--- config.mk ---
export PLATFORM = sky130hd
export DESIGN_NAME = qpd_trigger_gen
export DESIGN_NICKNAME = d
export VERILOG_FILES = /design/src/rtl/qpd_pkg.sv /design/src/rtl/qpd_channel.sv /design/src/rtl/qpd_trigger_gen.sv
export SDC_FILE = /design/constraint.sdc
export NUM_CORES = 1
export LEC_CHECK = 0
export BUFFER_PORTS_ARGS = -buffer_cell sky130_fd_sc_hd__buf_2
export CORE_MARGIN = 4
export CORE_UTILIZATION = 45
export DETAILED_ROUTE_END_ITERATION = 16
export GPL_TIMING_DRIVEN = 0
export PLACE_DENSITY = 0.6
export SYNTH_ARGS = -nofsm -noshare
export SYNTH_HDL_FRONTEND = slang
export SYNTH_SLANG_ARGS = --single-unit
--- constraint.sdc ---
create_clock -name sclock -period 16.75 [get_ports sclock]
set_input_delay 3.35 -clock sclock [delete_from_list [all_inputs] [get_ports sclock]]
set_output_delay 3.35 -clock sclock [all_outputs]
set_load 0.005 [all_outputs]
--- src/rtl/qpd_pkg.sv ---
// Shared types and default constants for the quarter-period-delay trigger generator.
package qpd_pkg;

    localparam int unsigned NUM_CH_DEFAULT  = 4;
    localparam int unsigned DELAY_W_DEFAULT = 16;
    localparam int unsigned HOLDOFF_DEFAULT = 23000;
    localparam int unsigned PULSE_W_DEFAULT = 1;
    localparam int unsigned HOLD_W_DEFAULT  = 32;

    // Per-channel sequencing state.
    typedef enum logic [1:0] {
        ST_IDLE  = 2'd0,
        ST_DELAY = 2'd1,
        ST_HOLD  = 2'd2,
        ST_PULSE = 2'd3
    } qpd_state_e;

endpackage

--- src/rtl/qpd_channel.sv ---
// One trigger channel: request latch, delay count, holdoff gate, pulse timer, overrun flag.
module qpd_channel
    import qpd_pkg::*;
#(
    parameter int unsigned DELAY_W = DELAY_W_DEFAULT,
    parameter int unsigned HOLDOFF = HOLDOFF_DEFAULT,
    parameter int unsigned PULSE_W = PULSE_W_DEFAULT,
    parameter int unsigned HOLD_W  = HOLD_W_DEFAULT
) (
    input  logic               sclock,
    input  logic               rst,
    input  logic               rt,
    input  logic [DELAY_W-1:0] delay,
    input  logic               periodic,
    input  logic               abort,
    output logic               trigger,
    output logic               busy,
    output logic               overrun
);

    localparam int unsigned       PCNT_W    = (PULSE_W > 1) ? $clog2(PULSE_W) : 1;
    localparam logic [PCNT_W-1:0] PCNT_LAST = PCNT_W'(PULSE_W - 1);
    localparam logic [HOLD_W-1:0] HOLD_MAX  = HOLD_W'(HOLDOFF);

    qpd_state_e         state_q, state_nx;
    logic [DELAY_W-1:0] dcnt_q, dcnt_nx;
    logic [DELAY_W-1:0] d_q, d_nx;
    logic               per_q, per_nx;
    logic [PCNT_W-1:0]  pcnt_q, pcnt_nx;
    logic [HOLD_W-1:0]  hold_q, hold_nx;
    logic [HOLD_W-1:0]  hold_inc;
    logic               hold_ok;
    logic               overrun_nx;

    // Saturating holdoff increment; the gate looks at the post-increment value so
    // consecutive pulse starts land exactly HOLDOFF cycles apart.
    always_comb begin
        hold_inc = (hold_q >= HOLD_MAX) ? hold_q : hold_q + HOLD_W'(1);
        hold_ok  = (hold_inc >= HOLD_MAX);
    end

    // Next-state and counter update logic.
    always_comb begin
        state_nx   = state_q;
        dcnt_nx    = dcnt_q;
        d_nx       = d_q;
        per_nx     = per_q;
        pcnt_nx    = pcnt_q;
        hold_nx    = hold_inc;
        overrun_nx = overrun;

        if (abort) begin
            state_nx = ST_IDLE;
        end else begin
            if (rt && (state_q != ST_IDLE)) begin
                overrun_nx = 1'b1;
            end
            unique case (state_q)
                ST_IDLE: begin
                    if (rt) begin
                        d_nx     = delay;
                        per_nx   = periodic;
                        dcnt_nx  = '0;
                        state_nx = ST_DELAY;
                    end
                end
                ST_DELAY: begin
                    if (dcnt_q == d_q) begin
                        if (hold_ok) begin
                            state_nx = ST_PULSE;
                            pcnt_nx  = '0;
                            hold_nx  = '0;
                        end else begin
                            state_nx = ST_HOLD;
                        end
                    end else begin
                        dcnt_nx = dcnt_q + DELAY_W'(1);
                    end
                end
                ST_HOLD: begin
                    if (hold_ok) begin
                        state_nx = ST_PULSE;
                        pcnt_nx  = '0;
                        hold_nx  = '0;
                    end
                end
                ST_PULSE: begin
                    if (pcnt_q == PCNT_LAST) begin
                        if (per_q) begin
                            state_nx = ST_DELAY;
                            dcnt_nx  = '0;
                        end else begin
                            state_nx = ST_IDLE;
                        end
                    end else begin
                        pcnt_nx = pcnt_q + PCNT_W'(1);
                    end
                end
                default: state_nx = ST_IDLE;
            endcase
        end
    end

    // State, counters and registered outputs.
    always_ff @(posedge sclock or posedge rst) begin
        if (rst) begin
            state_q <= ST_IDLE;
            dcnt_q  <= '0;
            d_q     <= '0;
            per_q   <= 1'b0;
            pcnt_q  <= '0;
            hold_q  <= HOLD_MAX;
            trigger <= 1'b0;
            busy    <= 1'b0;
            overrun <= 1'b0;
        end else begin
            state_q <= state_nx;
            dcnt_q  <= dcnt_nx;
            d_q     <= d_nx;
            per_q   <= per_nx;
            pcnt_q  <= pcnt_nx;
            hold_q  <= hold_nx;
            trigger <= (state_nx == ST_PULSE);
            busy    <= (state_nx != ST_IDLE);
            overrun <= overrun_nx;
        end
    end

endmodule

--- src/rtl/qpd_trigger_gen.sv ---
// Multi-channel quarter-period-delay trigger generator: NUM_CH independent channels.
module qpd_trigger_gen
    import qpd_pkg::*;
#(
    parameter int unsigned NUM_CH  = NUM_CH_DEFAULT,
    parameter int unsigned DELAY_W = DELAY_W_DEFAULT,
    parameter int unsigned HOLDOFF = HOLDOFF_DEFAULT,
    parameter int unsigned PULSE_W = PULSE_W_DEFAULT,
    parameter int unsigned HOLD_W  = HOLD_W_DEFAULT
) (
    input  logic                      sclock,
    input  logic                      rst,
    input  logic [NUM_CH-1:0]         rt,
    input  logic [NUM_CH*DELAY_W-1:0] delay,
    input  logic [NUM_CH-1:0]         periodic,
    input  logic [NUM_CH-1:0]         abort,
    output logic [NUM_CH-1:0]         trigger,
    output logic [NUM_CH-1:0]         busy,
    output logic [NUM_CH-1:0]         overrun
);

    // One channel per request line; each gets its own slice of the delay bus.
    for (genvar i = 0; i < NUM_CH; i++) begin : g_ch
        qpd_channel #(
            .DELAY_W (DELAY_W),
            .HOLDOFF (HOLDOFF),
            .PULSE_W (PULSE_W),
            .HOLD_W  (HOLD_W)
        ) u_ch (
            .sclock   (sclock),
            .rst      (rst),
            .rt       (rt[i]),
            .delay    (delay[i*DELAY_W +: DELAY_W]),
            .periodic (periodic[i]),
            .abort    (abort[i]),
            .trigger  (trigger[i]),
            .busy     (busy[i]),
            .overrun  (overrun[i])
        );
    end

endmodule

==> impl_metrics.ini <==
[synth]
yosysWarnings = 0
synth_seq_cells = 280
synthArstFlopShare = 1.00
ys_seq_area_frac = 0.491
synth_edf_count = 0
syn_inst = 1372
synth.distinct_cells = 79
avgSynthCellArea_sq_um = 10.5
syn_area_sq_um = 14400
syn_nets = 1482
ys_dominant_reg_cell = dfrtp_1

[timing]
slew_headroom = 0.301
max_freq_ghz = 0.208
tightestPinTransition_ns = 1.04
skew_ns = 0.00945
fin_crit_ns = 4.80
drv_slew = 0
finalHoldViolations = 0
rsz0062_at_grt = false
fin_ws_ns = 11.95
setup_viol = 0
post-route-period-util = 0.287
tns_ns = 0

[setup_path]
end_kind = flop
worstPathMaxFanout = 8
cp-start-kind = input port
crit_type = in -> reg
critPathArrivalTime_ns = 5.22
cp.required_ns = 17.17

[routing]
drt_first_pass_iters = 5
drtIter0Drc = 548
top_layer = met5
m1WireLength_um = 14900
vias = 10200
drc = 0
wl_met2_um = 12800
totalWireLength_um = 29400
avgRoutedWirePerCell_um = 15.3
ant_nets = 0
wl_met3_um = 1100
vias_per_cell = 5.29

[grt]
grt_pass1_wl_um = 51200
overflow = 0
grt_pass1_vias = 10200
grt_max_degree = 104
grt_use_total = 0.170
antenna_found_initial = 2

[clocking]
clock_latency_ns = 0.50
clk_pin_slew_ns = 0.06
ctsHtreeMaxLevel = 2
clock_sinks = 280
postCtsSetupRepairBufs = 0
cts_resized = 0
cts_root_buffer = clkbuf_16
cts_tree = yes
numCtsBuffers = 34
clockBufferDepth = 3
cts_hold_buf = 0

[floorplan]
chipWidth_um = 187
die-height_um = 187
core_area_sq_um = 31500
ios = 90
die_area_sq_um = 34800
start_util = 0.456
row_count = 65

[cells_and_area]
layout.nets = 1609
area.growth.synth_to_final_pct = 15.6
drive_gt1_frac = 0.194
fin_cells = 1928

[pwr]
ir_drop_v = 0.0000846
leakage_uw = 0.00740
power.density_nw_per_um2 = 127

[place]
port_buffers = 89
post-place-ws_ns = 11.43
dpl.cell_count = 1865
hpwlAfterDp_um = 20500
gp_congestion = 0.824

[job]
drv_cap = 0

[outcome]
outcome = complete, no violations

[hold_path]
hold_class = reg -> reg
[Yosys cell counts, types with 4 or more instances]
cell,number,area (sq um)
dfrtp_1,248,6210
nor2_1,126,473
xnor2_1,89,780
xor2_1,79,692
mux2_2,68,766
nand3_1,63,315
inv_1,58,218
nand2_1,58,218
and3_1,47,294
and2_1,43,269
a31oi_1,40,250
a21oi_1,36,180
clkbuf_1,32,120
dfstp_2,32,841
ha_1,32,400
nand4_1,31,194
nor3_1,31,155
o21ai_0,27,135
nor3b_1,23,173
nor4_1,22,138
a211oi_1,18,135
buf_4,17,128
mux2i_1,9,90.1
and4_1,8,70.1
buf_2,8,40.0
nand2b_1,8,50.1
nor2b_1,8,50.1
o211ai_1,8,60.1
or3_1,8,50.1
o21a_1,7,52.6
nand3b_1,6,45.0
a21o_1,5,37.5
a31o_2,5,43.8
o211a_1,5,50.1
o2111ai_1,4,35.0
o21ai_1,4,20.0
or2_2,4,25.0
[state kept, by name, indices dropped and copies added, names as in the netlist]
register           cells
g_ch.u_ch.busy         4
g_ch.u_ch.d_q         64
g_ch.u_ch.dcnt_q      64
g_ch.u_ch.hold_q     128
g_ch.u_ch.overrun      4
g_ch.u_ch.per_q        4
g_ch.u_ch.state_q      8
g_ch.u_ch.trigger      4
[final timing paths]
path,endpoint,from,slack [ns],depth (start not counted)
max reg2reg,g_ch[2].u_ch.hold_q[9],g_ch[2].u_ch.hold_q[5],13.43,10
min in group asynchronous,g_ch[0].u_ch.state_q[0],rst,2.98,2
min,g_ch[3].u_ch.overrun,g_ch[3].u_ch.overrun,0.47,1
min reg2reg,g_ch[3].u_ch.overrun,g_ch[3].u_ch.overrun,0.47,1
max,g_ch[2].u_ch.dcnt_q[10],rt[2],11.95,7
max in group asynchronous,g_ch[3].u_ch.hold_q[6],rst,12.82,3
[worst max-delay path, cell delays in order]
cell and delay (ns):
buf_2 0.14, nor2b_1 0.07, nor4_1 0.33, a21boi_1 0.50
nand3_1 0.31, or3_1 0.38, a21oi_1 0.15
[power breakdown]
group | switching (uW) | internal, uW
Clock | 285 | 507
Combinational | 212 | 198
Sequential | 102 | 800
[cells by family (layout without fill, tap and decap cells)]
| group | Yosys count | in the layout | share of synthesized area |
|---|---|---|---|
| compound gates | 201 | 201 | 0.0995 |
| flops | 280 | 280 | 0.491 |
| other cells | 0 | 1 | 0 |
| buf+inv | 116 | 269 | 0.0360 |
| fa+ha+maj | 32 | 32 | 0.0279 |
| simple gates | 498 | 498 | 0.183 |
| mux | 77 | 77 | 0.0596 |
| xor+xnor | 168 | 168 | 0.103 |
[cell usage in the layout, fill, tap and decap left out, drive strengths merged, types with 6 or more instances in the layout]
cell type,count
a211oi,19
a21oi,36
a31oi,40
and2,44
and3,47
and4,8
buf,117
bufinv,6
clkbuf,78
clkinv,9
dfrtp,248
dfstp,32
ha,32
inv,58
mux2,68
mux2i,9
nand2,58
nand2b,8
nand3,63
nand3b,6
nand4,31
nor2,127
nor2b,8
nor3,32
nor3b,23
nor4,23
o211ai,9
o21a,7
o21ai,31
or3,10
xnor2,89
xor2,79
[layout make-up]
type / instances / area, sq um
sequential: 280 / 7050
tap: 402 / 503
inverter: 58 / 225
clock buffer: 46 / 990
fill: 2832 / 14900
antenna: 1 / 2.50
multi-input combinational: 976 / 6790
clock inverter: 16 / 233
timing repair buffer: 91 / 500
buffer: 58 / 299
[per-stage QoR]
step                 util  instance area, sq um  power (uW)  hold WS, ns
floorplan               -                 14400        1210        0.441
global placement    0.486                 15300        1310        0.456
detailed placement  0.488                 15400        1320        0.462
CTS                 0.527                 16600        2130        0.479
global route        0.527                 16600        2230        0.497
finish              0.527                 16600        2100        0.475
[metal layers]
layer | up-vias | global-route usage
met2 | 160 | 0.258
met4 | 2 | 0.0418
met1 | 4902 | 0.254
met5 | - | 0
li1 | 5099 | -
met3 | 45 | 0.0294
Power figures use the tool's default switching activity.
